File: src/rtl/pc_ctrl_pkg.sv
// Shared types and default sizes for the PC fetch controller.
package pc_ctrl_pkg;

  localparam int unsigned DefXlen    = 64;
  localparam logic [63:0] DefPcLimit = 64'h200;
  localparam int unsigned DefRaW     = 5;
  localparam int unsigned DefCntW    = 16;

  typedef enum logic [1:0] {
    StRun,
    StMemWait,
    StRedirect,
    StHalt
  } state_e;

endpackage

File: src/rtl/pc_fetch_ctrl_if.sv
// Pipeline-facing signals of the fetch controller.
// The master side is the controller; the slave side is the pipeline.
interface pc_fetch_ctrl_if
  import pc_ctrl_pkg::*;
#(
  parameter int unsigned XLEN  = DefXlen,
  parameter int unsigned RA_W  = DefRaW,
  parameter int unsigned CNT_W = DefCntW
) ();

  // Pipeline status into the controller
  logic [XLEN-1:0]  pc_current;
  logic [RA_W-1:0]  id_rs1;
  logic [RA_W-1:0]  id_rs2;
  logic [RA_W-1:0]  ex_rd;
  logic             ex_mem_read;
  logic             ex_branch_taken;
  logic [XLEN-1:0]  ex_branch_target;
  logic             mem_busy;

  // Controls out to the PC register and stage latches
  logic             PC_write;
  logic             PCSrc;
  logic [XLEN-1:0]  pc_branch;
  logic             IF_ID_write;
  logic             IF_ID_flush;
  logic             ID_EX_bubble;
  logic             halted;
  logic [CNT_W-1:0] stall_count;

  modport master (
    input  pc_current, id_rs1, id_rs2, ex_rd, ex_mem_read,
           ex_branch_taken, ex_branch_target, mem_busy,
    output PC_write, PCSrc, pc_branch, IF_ID_write, IF_ID_flush,
           ID_EX_bubble, halted, stall_count
  );

  modport slave (
    output pc_current, id_rs1, id_rs2, ex_rd, ex_mem_read,
           ex_branch_taken, ex_branch_target, mem_busy,
    input  PC_write, PCSrc, pc_branch, IF_ID_write, IF_ID_flush,
           ID_EX_bubble, halted, stall_count
  );

endinterface

File: src/rtl/load_use_detect.sv
// Flags a load in EX whose destination feeds a source of the instruction in ID.
// x0 is never a real dependency.
module load_use_detect #(
  parameter int unsigned RA_W = 5
) (
  input  logic            ex_mem_read,
  input  logic [RA_W-1:0] ex_rd,
  input  logic [RA_W-1:0] id_rs1,
  input  logic [RA_W-1:0] id_rs2,
  output logic            load_use
);

  // Pure compare, no state
  always_comb begin
    load_use = ex_mem_read && (ex_rd != '0) && ((ex_rd == id_rs1) || (ex_rd == id_rs2));
  end

endmodule

File: src/rtl/pc_fetch_ctrl.sv
// Fetch sequencing controller: arbitrates memory freeze, branch redirect,
// load-use stall and end-of-program, driving the PC register and IF/ID, ID/EX
// latch controls. End of program parks in a sticky HALT until reset.
module pc_fetch_ctrl
  import pc_ctrl_pkg::*;
#(
  parameter int unsigned     XLEN     = DefXlen,
  parameter logic [XLEN-1:0] PC_LIMIT = XLEN'(DefPcLimit),
  parameter int unsigned     RA_W     = DefRaW,
  parameter int unsigned     CNT_W    = DefCntW
) (
  input  logic             clk,
  input  logic             rst,
  pc_fetch_ctrl_if.master  bus
);

  // Address of the last instruction slot in program space
  localparam logic [XLEN-1:0] LastFetch = PC_LIMIT - XLEN'(4);

  state_e           state_q, state_d;
  logic [XLEN-1:0]  target_q;
  logic [CNT_W-1:0] cnt_q;

  logic load_use;
  logic at_limit;
  logic capture;
  logic pc_write;
  logic pc_src;
  logic if_id_write;
  logic if_id_flush;
  logic id_ex_bubble;
  logic halted;

  load_use_detect #(
    .RA_W (RA_W)
  ) u_load_use_detect (
    .ex_mem_read (bus.ex_mem_read),
    .ex_rd       (bus.ex_rd),
    .id_rs1      (bus.id_rs1),
    .id_rs2      (bus.id_rs2),
    .load_use    (load_use)
  );

  assign at_limit = (bus.pc_current >= LastFetch);

  // Mealy outputs and next state; reset forces the safe drain pattern immediately
  always_comb begin
    state_d      = state_q;
    capture      = 1'b0;
    pc_write     = 1'b1;
    pc_src       = 1'b0;
    if_id_write  = 1'b1;
    if_id_flush  = 1'b0;
    id_ex_bubble = 1'b0;
    halted       = 1'b0;
    if (!rst) begin
      pc_write     = 1'b0;
      if_id_write  = 1'b0;
      if_id_flush  = 1'b1;
      id_ex_bubble = 1'b1;
    end else begin
      case (state_q)
        StRun: begin
          if (bus.mem_busy) begin
            pc_write    = 1'b0;
            if_id_write = 1'b0;
            state_d     = StMemWait;
          end else if (bus.ex_branch_taken) begin
            // ID holds a wrong-path instruction, so any load-use hit is moot
            capture      = 1'b1;
            pc_write     = 1'b0;
            if_id_flush  = 1'b1;
            id_ex_bubble = 1'b1;
            state_d      = StRedirect;
          end else if (load_use) begin
            pc_write     = 1'b0;
            if_id_write  = 1'b0;
            id_ex_bubble = 1'b1;
          end else if (at_limit) begin
            pc_write = 1'b0;
            state_d  = StHalt;
          end
        end
        StMemWait: begin
          // Release cycle uses plain RUN outputs; events are seen next cycle
          if (bus.mem_busy) begin
            pc_write    = 1'b0;
            if_id_write = 1'b0;
          end else begin
            state_d = StRun;
          end
        end
        StRedirect: begin
          pc_src       = 1'b1;
          if_id_flush  = 1'b1;
          id_ex_bubble = 1'b1;
          if (bus.mem_busy) begin
            pc_write = 1'b0;
          end else begin
            state_d = StRun;
          end
        end
        StHalt: begin
          // Older instructions keep draining; nothing new enters IF/ID
          pc_write    = 1'b0;
          if_id_flush = 1'b1;
          halted      = 1'b1;
        end
        default: state_d = StRun;
      endcase
    end
  end

  // State, redirect target and saturating stall counter
  always_ff @(posedge clk or negedge rst) begin
    if (!rst) begin
      state_q  <= StRun;
      target_q <= '0;
      cnt_q    <= '0;
    end else begin
      state_q <= state_d;
      if (capture) begin
        target_q <= bus.ex_branch_target;
      end
      if (!pc_write && (state_q != StHalt) && (cnt_q != '1)) begin
        cnt_q <= cnt_q + CNT_W'(1);
      end
    end
  end

  assign bus.PC_write     = pc_write;
  assign bus.PCSrc        = pc_src;
  assign bus.pc_branch    = target_q;
  assign bus.IF_ID_write  = if_id_write;
  assign bus.IF_ID_flush  = if_id_flush;
  assign bus.ID_EX_bubble = id_ex_bubble;
  assign bus.halted       = halted;
  assign bus.stall_count  = cnt_q;

endmodule

File: src/flat_wrapper.sv
// flat-port wrapper written by rule: the top's interface ports become plain ports
module pc_fetch_ctrl_flat import pc_ctrl_pkg::*;
#(
  parameter int unsigned     XLEN     = DefXlen,
  parameter logic [XLEN-1:0] PC_LIMIT = XLEN'(DefPcLimit),
  parameter int unsigned     RA_W     = DefRaW,
  parameter int unsigned     CNT_W    = DefCntW
)
  (clk, rst, bus_pc_current, bus_id_rs1, bus_id_rs2, bus_ex_rd, bus_ex_mem_read, bus_ex_branch_taken, bus_ex_branch_target, bus_mem_busy, bus_PC_write, bus_PCSrc, bus_pc_branch, bus_IF_ID_write, bus_IF_ID_flush, bus_ID_EX_bubble, bus_halted, bus_stall_count);
  pc_fetch_ctrl_if #(.XLEN(XLEN), .RA_W(RA_W), .CNT_W(CNT_W)) bus_i ();
  input  logic clk;
  input  logic rst;
  input wire logic [$bits(bus_i.pc_current)-1:0] bus_pc_current;
  input wire logic [$bits(bus_i.id_rs1)-1:0] bus_id_rs1;
  input wire logic [$bits(bus_i.id_rs2)-1:0] bus_id_rs2;
  input wire logic [$bits(bus_i.ex_rd)-1:0] bus_ex_rd;
  input wire logic [$bits(bus_i.ex_mem_read)-1:0] bus_ex_mem_read;
  input wire logic [$bits(bus_i.ex_branch_taken)-1:0] bus_ex_branch_taken;
  input wire logic [$bits(bus_i.ex_branch_target)-1:0] bus_ex_branch_target;
  input wire logic [$bits(bus_i.mem_busy)-1:0] bus_mem_busy;
  output wire logic [$bits(bus_i.PC_write)-1:0] bus_PC_write;
  output wire logic [$bits(bus_i.PCSrc)-1:0] bus_PCSrc;
  output wire logic [$bits(bus_i.pc_branch)-1:0] bus_pc_branch;
  output wire logic [$bits(bus_i.IF_ID_write)-1:0] bus_IF_ID_write;
  output wire logic [$bits(bus_i.IF_ID_flush)-1:0] bus_IF_ID_flush;
  output wire logic [$bits(bus_i.ID_EX_bubble)-1:0] bus_ID_EX_bubble;
  output wire logic [$bits(bus_i.halted)-1:0] bus_halted;
  output wire logic [$bits(bus_i.stall_count)-1:0] bus_stall_count;
  assign bus_i.pc_current = bus_pc_current;
  assign bus_i.id_rs1 = bus_id_rs1;
  assign bus_i.id_rs2 = bus_id_rs2;
  assign bus_i.ex_rd = bus_ex_rd;
  assign bus_i.ex_mem_read = bus_ex_mem_read;
  assign bus_i.ex_branch_taken = bus_ex_branch_taken;
  assign bus_i.ex_branch_target = bus_ex_branch_target;
  assign bus_i.mem_busy = bus_mem_busy;
  assign bus_PC_write = bus_i.PC_write;
  assign bus_PCSrc = bus_i.PCSrc;
  assign bus_pc_branch = bus_i.pc_branch;
  assign bus_IF_ID_write = bus_i.IF_ID_write;
  assign bus_IF_ID_flush = bus_i.IF_ID_flush;
  assign bus_ID_EX_bubble = bus_i.ID_EX_bubble;
  assign bus_halted = bus_i.halted;
  assign bus_stall_count = bus_i.stall_count;
  pc_fetch_ctrl #(.XLEN(XLEN), .PC_LIMIT(PC_LIMIT), .RA_W(RA_W), .CNT_W(CNT_W)) u_core (.clk(clk), .rst(rst), .bus(bus_i));
endmodule
File: config.mk
export PLATFORM = sky130hd
export DESIGN_NAME = pc_fetch_ctrl_flat
export DESIGN_NICKNAME = d
export VERILOG_FILES = /design/src/rtl/pc_ctrl_pkg.sv /design/src/rtl/pc_fetch_ctrl_if.sv /design/src/rtl/load_use_detect.sv /design/src/rtl/pc_fetch_ctrl.sv /design/src/flat_wrapper.sv
export SDC_FILE = /design/constraint.sdc
export NUM_CORES = 1
export LEC_CHECK = 0
export CAP_MARGIN = 20
export CORE_UTILIZATION = 31
export DETAILED_ROUTE_END_ITERATION = 8
export PLACE_DENSITY_LB_ADDON = 0.2
export SKIP_LAST_GASP = 1
export SYNTH_ARGS = -nofsm -noshare
export SYNTH_HDL_FRONTEND = slang
export SYNTH_HIERARCHICAL = 1
export SYNTH_SLANG_ARGS = --single-unit
File: constraint.sdc
create_clock -name clk -period 6.4 [get_ports clk]
set_clock_uncertainty 0.2 [all_clocks]
set_input_delay 1.28 -clock clk [delete_from_list [all_inputs] [get_ports clk]]
set_output_delay 1.28 -clock clk [all_outputs]
set_load 0.01 [all_outputs]
## Yosys cells after proc, flatten, opt, wreduce, memory -nomap -nowiden

Cells that the tools add are included.

- Flip-flop bits (word level): 82
- Bits of input ports: 148
- Output and inout bits: 86
- Word-level logic and storage cells: 60

- Add/sub/neg operators: 1
- Magnitude comparators: 1
- Equal/unequal tests: 10
- Multiplexer cells: 33
- Reduce and logical (&&, ||, !) cells: 12

Operators by type and width:

| kind | count |
|---|---|
| $ge 64x9->1 const B | 1 |
| $mux 1 | 23 |
| $add 16x1->16 const B | 1 |
| $ne 16x16->1 const B | 1 |
| $eq 5x5->1 | 2 |
| $mux 2 | 5 |
| $pmux 1 s2 | 3 |
| $reduce_and 5->1 | 1 |
| $reduce_bool 5->1 | 1 |
| $eq 2x2->1 const B | 2 |
| $logic_and 1x1->1 | 4 |
| $ne 2x2->1 const B | 2 |
| $ne 4x3->1 const B | 1 |
| $ne 4x4->1 const B | 1 |
| $pmux 2 s2 | 1 |
| $reduce_or 2->1 | 2 |
| $pmux 1 s3 | 1 |
| $eq 2x1->1 const B | 1 |
| $logic_not 2->1 | 1 |
| $reduce_bool 2->1 | 1 |
| $logic_not 1->1 | 1 |
| $logic_or 1x1->1 | 1 |

## Logic depth before layout (Yosys ltp)

Gate-level depths: netlist of the first run.

- Word-level depth: 11
- Depth in mapped cells: 11
- Depth with buffers taken out: 10

## By module

The synthesis of the first run kept the hierarchy.

Modules (own cells, without submodules):

| module | times used | cells an instance | area each (µm²) | sequential area each (µm²) |
|---|---|---|---|---|
| pc_fetch_ctrl | 1 | 307 | 3,854.9 | 2,052.0 |
| load_use_detect | 1 | 17 | 125.1 | 0.0 |

## Worst setup path before layout of the first run

Ideal clock, no wire load.

- Kind: input to output
- Start: in bus_pc_current[49]
- End: out bus_PC_write
- Data arrival time: 2,568 ps
- Required time: 4,920 ps
- Path slack: 2,352 ps
- Stages on the path: 6
- Path buffers: 0
- Cell sequence: nor4_1 > o211ai_1 > nor2_1 > and2_1 > nand3_1 > a21boi_0

- Cells in the longest elaborated chain, start to end: 7

Ends and longest elaborated chain:

| element | line | text |
|---|---|---|
| from (decl) | flat_wrapper.sv:13 | `input wire logic [$bits(bus_i.pc_current)-1:0] bus_pc_current;` |
| $ge 64x9->1 | pc_fetch_ctrl.sv:44 | `assign at_limit = (bus.pc_current >= LastFetch);` |
| $mux 1 | pc_fetch_ctrl.sv:79 | `end else if (at_limit) begin` |
| $mux 1 | pc_fetch_ctrl.sv:75 | `end else if (load_use) begin` |
| $mux 1 | pc_fetch_ctrl.sv:68 | `end else if (bus.ex_branch_taken) begin` |
| $mux 1 | pc_fetch_ctrl.sv:64 | `if (bus.mem_busy) begin` |
| $pmux 1 s3 | pc_fetch_ctrl.sv:62 | `case (state_q)` |
| $mux 1 | pc_fetch_ctrl.sv:56 | `if (!rst) begin` |
| to (decl) | flat_wrapper.sv:21 | `output wire logic [$bits(bus_i.PC_write)-1:0] bus_PC_write;` |

No other way between the ends.

## Final worst setup path of the first run

- Start: in bus_ex_rd[1]
- End: out bus_PC_write

- Cells in the longest elaborated chain, start to end: 8
- Elaborated cells on any way between the ends: 11

Ends and longest elaborated chain:

| element | line | text |
|---|---|---|
| from (decl) | flat_wrapper.sv:16 | `input wire logic [$bits(bus_i.ex_rd)-1:0] bus_ex_rd;` |
| $eq 5x5->1 / $reduce_bool 5->1 (equally long branches) | load_use_detect.sv:15 | `load_use = ex_mem_read && (ex_rd != '0) && ((ex_rd == id_rs1) \|\| (ex_rd == id_rs2));` |
| $logic_or 1x1->1 / $logic_and 1x1->1 (equally long branches) | load_use_detect.sv:15 |  |
| $logic_and 1x1->1 * | load_use_detect.sv:15 |  |
| net u_core.load_use | pc_fetch_ctrl.sv:24 | `logic load_use;` |
| $mux 1 * | pc_fetch_ctrl.sv:75 |  |
| $mux 1 * | pc_fetch_ctrl.sv:68 |  |
| $mux 1 * | pc_fetch_ctrl.sv:64 |  |
| $pmux 1 s3 * | pc_fetch_ctrl.sv:62 |  |
| $mux 1 * | pc_fetch_ctrl.sv:56 |  |

Mark *: on every way through the listed nets, which the timed path passes. The rest lies on a longest branch.

==> results.py, run 1 <==
metrics = {
    "outcome": {
        "status": "finished clean",
    },
    "global_route": {
        "grt_start_max_net_pins": 80,
        "track_usage": 0.167,
        "grt_remaining_overflow": 0,
        "grt_first_pass_wirelength_um": 17400,
        "grt_pass1_vias": 3671,
        "antenna_found_initial": 0,
    },
    "timing": {
        "hold_viol": 0,
        "slew_headroom": 0.400,
        "worst_pin_slew_ns": 0.900,
        "rsz0062_at_grt": "false",
        "period_minus_slack_ns": 5.05,
        "min_period_over_period": 0.789,
        "setup_viol": 0,
        "fmax_mhz": 198,
        "tns_ns": 0,
        "drv_slew": 0,
    },
    "route": {
        "dr.pass1.iters": 4,
        "wl_per_cell_um": 15.1,
        "viasPerCell": 4.79,
        "drt-total-wl_um": 11100,
        "drtIter0Drc": 67,
        "topRoutingLayerUsed": "met4",
        "ant_nets": 0,
        "num_vias": 3526,
        "route.met2.wl_um": 5470,
        "wl_met1_um": 4130,
        "drc_errors": 0,
        "met3_length_um": 1390,
    },
    "clock_tree": {
        "cts_tree": "yes",
        "cts_root_buffer": "clkbuf_16",
        "cts.htree.levels": 3,
        "clk_latency_ns": 0.33,
        "clock-sinks": 82,
        "cts_setup_buffers": 0,
        "postCtsHoldBufs": 0,
        "numCtsBuffers": 9,
        "cts_resized": 0,
        "cts_buffer_depth": 2,
        "clkSlewWorstSetupHoldPaths_ns": 0.06,
    },
    "power": {
        "p_sw_uw": 844,
        "p_clk_frac": 0.196,
        "p_int_mw": 1.82,
        "power_per_cell_area_mw_per_mm2": 391,
        "swShare": 0.317,
        "combinationalPowerShare": 0.457,
        "p_seq_frac": 0.347,
        "p_leak_nw": 2.65,
        "ir_worst_vdd_uv": 203,
    },
    "cells_and_area": {
        "layout_commonest_cell": "clkdlybuf4s50_1",
        "diodes": 0,
        "final_area_mm2": 0.00680,
        "nFillCells": 1123,
        "layout-drive-gt1-share": 0.186,
        "mostFrequentLayoutCells": "clkdlybuf4s50_1, dfrtp_1, mux2_2",
        "nets": 712,
        "area_delta_synth_final_pct": 71.0,
    },
    "placed_design": {
        "place_area_mm2": 0.00647,
        "io_buffers": 231,
        "gp_congestion": 0.846,
        "dpl.hpwl_um": 8550,
    },
    "synth": {
        "async_reset_ff_frac": 1.00,
        "netlist_instances": 324,
        "synth_seq_area_share": 0.516,
        "yosys_warnings": 6,
        "synth-seq-cells": 82,
        "synth_area_mm2": 0.00398,
        "syn_avg_cell_area_um2": 12.3,
        "ys_dominant_reg_cell": "dfrtp_1",
        "synth-edff-count": 0,
        "syn_nets": 477,
        "yosysUniqueCellTypes": 48,
    },
    "floorplanning": {
        "fp.dieH_um": 115,
        "die_x_um": 115,
        "num_io_pins": 234,
        "core_area_mm2": 0.0126,
        "die_area_mm2": 0.0133,
        "initial_utilization": 0.317,
        "row_count": 41,
    },
    "worst_setup_path": {
        "critPathRequiredTime_ns": 4.92,
        "end_kind": "primary output",
        "cp_data_arrival_time_ns": 3.57,
        "critical_path_class": "input port to primary output",
        "start_kind": "input port",
        "crit_fanout": 4,
    },
    "job": {
        "cap_violations": 0,
    },
    "hold_path": {
        "hp-class": "flip-flop to flip-flop",
    },
}
through the flow:
step	instances	setup slack, ns	utilization	power, mW	hold slack (ns)
after global placement	718	1.34	0.515	2.13	0.287
after CTS	734	1.34	0.539	2.70	0.306
after detailed placement	718	1.33	0.515	2.16	0.292
after global routing	736	1.20	0.541	2.83	0.313
after floorplan	324	2.35	-	1.46	0.316
final	736	1.35	0.541	2.66	0.304
power by group through the flow:
| stage | logic, mW | registers [mW] | clock network, mW |
|---|---|---|---|
| 6_report | 1.22 | 0.923 | 0.520 |
| 5_1_grt | 1.31 | 0.962 | 0.558 |
| 4_1_cts | 1.23 | 0.927 | 0.541 |
| 3_5_place_dp | 1.22 | 0.935 | 0 |
| 3_3_place_gp | 1.21 | 0.919 | 0 |
| 2_1_floorplan | 0.441 | 1.02 | 0 |
routing by layer:
metal | vias to the layer above | track usage
li1 | 1663 | -
met1 | 1686 | 0.180
met2 | 166 | 0.287
met3 | 11 | 0.0780
met4 | 0 | 0.0580
met5 | - | 0
worst paths after layout:
kind                                                 startpoint  slack, ns                                     to  cells after the start
min reg2reg                u_core/bus.pc_branch[34]$_DFFE_PN0P_       0.30   u_core/bus.pc_branch[34]$_DFFE_PN0P_                      1
max reg2reg                       u_core/state_q[0]$_DFFE_PN0P_       3.60   u_core/bus.pc_branch[36]$_DFFE_PN0P_                      5
min                        u_core/bus.pc_branch[34]$_DFFE_PN0P_       0.30   u_core/bus.pc_branch[34]$_DFFE_PN0P_                      1
max                                                bus_ex_rd[1]       1.35                           bus_PC_write                      8
max in group asynchronous                                   rst       4.56  u_core/bus.stall_count[0]$_DFFE_PN0P_                      3
min in group asynchronous                                   rst       0.57   u_core/bus.pc_branch[18]$_DFFE_PN0P_                      1
critical path, stage by stage:
cell             delay [ns]
clkdlybuf4s50_1        0.47
or4_1                  0.53
o21ai_1                0.15
a21oi_1                0.10
nor2_1                 0.19
nand3_1                0.11
a21boi_0               0.16
clkdlybuf4s50_1        0.58
cells by family (layout without fill, tap and decap cells):
group	Yosys count	in the layout	share of synthesized area
flip-flops	82	82	0.516
AND/OR/NAND/NOR	97	97	0.151
XOR/XNOR	23	23	0.0506
AO/OA/AOI/OAI	34	34	0.0585
adder cells (fa/ha/maj)	5	5	0.0157
multiplexers	66	66	0.187
buffers and inverters	17	257	0.0223
sequential cells by signal, summed over array words and instances (netlist names):
| signal | count |
|---|---|
| u_core/bus.pc_branch | 64 |
| u_core/bus.stall_count | 16 |
| u_core/state_q | 2 |
cells in the mapped netlist, drive strengths merged (5+ instances only):
cell type	n	area share
nand2	5	0.0047
mux2	66	0.19
ha	5	0.016
o21ai	5	0.0072
nor2	11	0.013
nor4	20	0.033
a21oi	14	0.020
xnor2	17	0.037
nor3	15	0.025
xor2	6	0.013
dfrtp	82	0.52
nor2b	5	0.0079
inv	5	0.0047
buf	5	0.010
nand3	13	0.016
clkbuf	7	0.0075
nand4	9	0.017
cell type report:
type | instances | area [um2] | area share
Clock buffer | 9 | 225 | 0.0331
Sequential cell | 82 | 2050 | 0.302
Timing Repair Buffer | 236 | 2360 | 0.348
Tap cell | 172 | 215 | 0.0316
Clock inverter | 7 | 76.3 | 0.0112
Inverter | 5 | 18.8 | 0.00276
Multi-Input combinational cell | 225 | 1850 | 0.272
Note: power is estimated with default switching activity, not from simulation.
==> run 2: changes to the inputs <==
==> constraint.sdc (replaced) <==
create_clock -name clk -period 5.17 [get_ports clk]
set_clock_uncertainty 0.2 [all_clocks]
set_input_delay 1.034 -clock clk [delete_from_list [all_inputs] [get_ports clk]]
set_output_delay 1.034 -clock clk [all_outputs]
set_load 0.01 [all_outputs]
==> run 2 against run 1 <==
Effect of this change:
- global-route usage increased by 0.15 points
- setup slack got worse by 0.74 ns
- cell area increased by 0.13%
- final cell count is the same
- routed wire length fell by 0.34%
- via count fell by 0.85%
- clock power is 35% higher
- total power increased by 26%
- critical path depth stayed put
==> results.py, run 2 (synthesis gave the netlist of run 1 again) <==
metrics = {
    "power": {
        "power_per_cell_area_mw_per_mm2": 492,
        "total_power_mw": 3.36,
        "p_seq_frac": 0.342,
        "p_clk_frac": 0.210,
        "ir_worst_vdd_uv": 247,
        "p_int_mw": 2.31,
        "p_leak_nw": 2.65,
        "swShare": 0.311,
        "p_sw_mw": 1.04,
        "combinationalPowerShare": 0.448,
    },
    "timing": {
        "drv_slew": 0,
        "holdWs_ns": 0.304,
        "period_minus_slack_ns": 4.56,
        "slew_headroom": 0.230,
        "hold_viol": 0,
        "worst_pin_slew_ns": 1.15,
        "fin_ws_ns": 0.608,
        "rsz0062_at_grt": "false",
        "tns_ns": 0,
        "fmax_mhz": 219,
        "setup_viol": 0,
        "min_period_over_period": 0.882,
    },
    "worst_setup_path": {
        "crit_family": "buffers and inverters",
        "crit_fanout": 4,
        "start_kind": "input port",
        "critPathBufInv": 2,
        "critical_path.startpoint": "bus_ex_rd[1]",
        "critPathRequiredTime_ns": 3.94,
        "crit_chain": "clkdlybuf4s50_1 > or4_1 > o21ai_1 > a21oi_1 > nor2_1 > nand3_1 > a21boi_0 > clkdlybuf4s50_1",
        "worstReg2RegEnd": "u_core/bus.stall_count[1]$_DFFE_PN0P_",
        "reg2regPathDepth": 5,
        "r2r_start": "u_core/bus.stall_count[0]$_DFFE_PN0P_",
        "reg2reg_setup_slack_ns": 2.44,
        "crit_top_cell": "clkdlybuf4s50_1",
        "critPathMaxStageDelay_ns": 0.59,
        "cpMaxStageDelayCell": "clkdlybuf4s50_1",
        "end_kind": "primary output",
        "critical_path_class": "input port to primary output",
        "cp_data_arrival_time_ns": 3.33,
    },
    "clock_tree": {
        "cts_resized": 0,
        "numCtsBuffers": 9,
        "clock-sinks": 82,
        "cts_setup_buffers": 0,
        "clkSlewWorstSetupHoldPaths_ns": 0.06,
        "cts_tree": "yes",
        "postCtsHoldBufs": 0,
        "cts_root_buffer": "clkbuf_16",
        "cts.htree.levels": 3,
        "cts_buffer_depth": 2,
        "clk_latency_ns": 0.33,
    },
    "hold_path": {
        "min_path_cells": 1,
        "hp-class": "flip-flop to flip-flop",
        "holdCritStartpoint": "u_core/bus.pc_branch[7]$_DFFE_PN0P_",
        "min_to": "u_core/bus.pc_branch[7]$_DFFE_PN0P_",
    },
    "cells_and_area": {
        "nets": 712,
        "ff_latch_area_mm2": 0.00205,
        "multi_input_area_mm2": 0.00185,
        "final_util": 0.542,
        "diodes": 0,
        "mostFrequentLayoutCells": "clkdlybuf4s50_1, dfrtp_1, mux2_2",
        "nFillCells": 1111,
        "largest_register_ffs": 64,
        "layout-drive-gt1-share": 0.184,
        "layout_commonest_cell": "clkdlybuf4s50_1",
        "area_delta_synth_final_pct": 71.2,
    },
    "floorplanning": {
        "initial_utilization": 0.317,
        "die_x_um": 115,
        "fp.dieH_um": 115,
        "row_count": 41,
        "num_io_pins": 234,
        "core_area_mm2": 0.0126,
        "die_area_mm2": 0.0133,
    },
    "route": {
        "ant_nets": 0,
        "viasPerCell": 4.75,
        "num_vias": 3496,
        "drc_errors": 0,
        "drtIter0Drc": 90,
        "drt-total-wl_um": 11100,
        "dr.pass1.iters": 4,
        "wl_per_cell_um": 15.1,
    },
    "global_route": {
        "grt_pass1_vias": 3668,
        "antenna_found_initial": 0,
        "use_met2": 0.289,
        "met1_usage": 0.188,
        "track_usage": 0.169,
        "grt_remaining_overflow": 0,
        "grt_start_max_net_pins": 65,
        "grt_first_pass_wirelength_um": 17400,
        "gr-usage-met3": 0.0738,
        "busiest_layer": "met2",
    },
    "placed_design": {
        "dpl_worst_slack_ns": 0.632,
        "gp_congestion": 0.841,
        "dpl.hpwl_um": 8420,
        "io_buffers": 231,
    },
    "job": {
        "cap_violations": 0,
    },
    "outcome": {
        "status": "finished clean",
    },
}
## run 2: layout make-up
cell class | count | share of cell area
inverters | 5 | 0.00275
clock buffers | 11 | 0.0356
repair buffers | 236 | 0.345
well taps | 172 | 0.0316
flip-flops and latches | 82 | 0.301
clock inverters | 5 | 0.0125
multi-input cells | 225 | 0.272
## run 2: worst register-to-register path, cell delays in order (launching register included)
cell and delay [ns]:
dfrtp_1 0.40, ha_1 0.27, nand3_1 0.16, nor4_2 1.00, o31a_1 0.26, mux2_1 0.33
## run 2: metal layers
layer  wire [um]  share of wire  up-vias
met5           0              0        -
met4         109         0.0098        0
met3        1250           0.11       10
met2        5360           0.48      161
met1        4370           0.39     1656
li1            -              -     1669
## run 2: through the flow
| stage | std cells | cell area, um2 |
|---|---|---|
| CTS | 736 | 6810 |
| detailed placement | 720 | 6480 |
| global placement | 720 | 6480 |
| global route | 736 | 6810 |
| floorplan | 324 | 3980 |
| finish | 736 | 6810 |
## run 2: how the worst max path moves through the flow
stage,to,depth (start not counted)
final,bus_PC_write,8
after global routing,bus_PC_write,8
after CTS,bus_PC_write,8
after detailed placement,bus_PC_write,8
after global placement,bus_PC_write,8
after floorplan,bus_PC_write,6
## run 2: power by group through the flow
stage / registers, mW / clock network [mW] / logic (mW)
6_report: 1.15 / 0.703 / 1.50
4_1_cts: 1.15 / 0.726 / 1.52
2_1_floorplan: 1.26 / 0 / 0.546
5_1_grt: 1.19 / 0.752 / 1.62
3_5_place_dp: 1.16 / 0 / 1.51
3_3_place_gp: 1.14 / 0 / 1.50
==> run 3: changes to the inputs <==
--- a/config.mk
+++ b/config.mk
@@ -8,6 +8,7 @@
 export CAP_MARGIN = 20
 export CORE_UTILIZATION = 31
 export DETAILED_ROUTE_END_ITERATION = 8
+export GPL_ROUTABILITY_DRIVEN = 0
 export PLACE_DENSITY_LB_ADDON = 0.2
 export SKIP_LAST_GASP = 1
 export SYNTH_ARGS = -nofsm -noshare
==> results of run 3 <==
Final layout, timing and power as in run 2 (identical DEF).
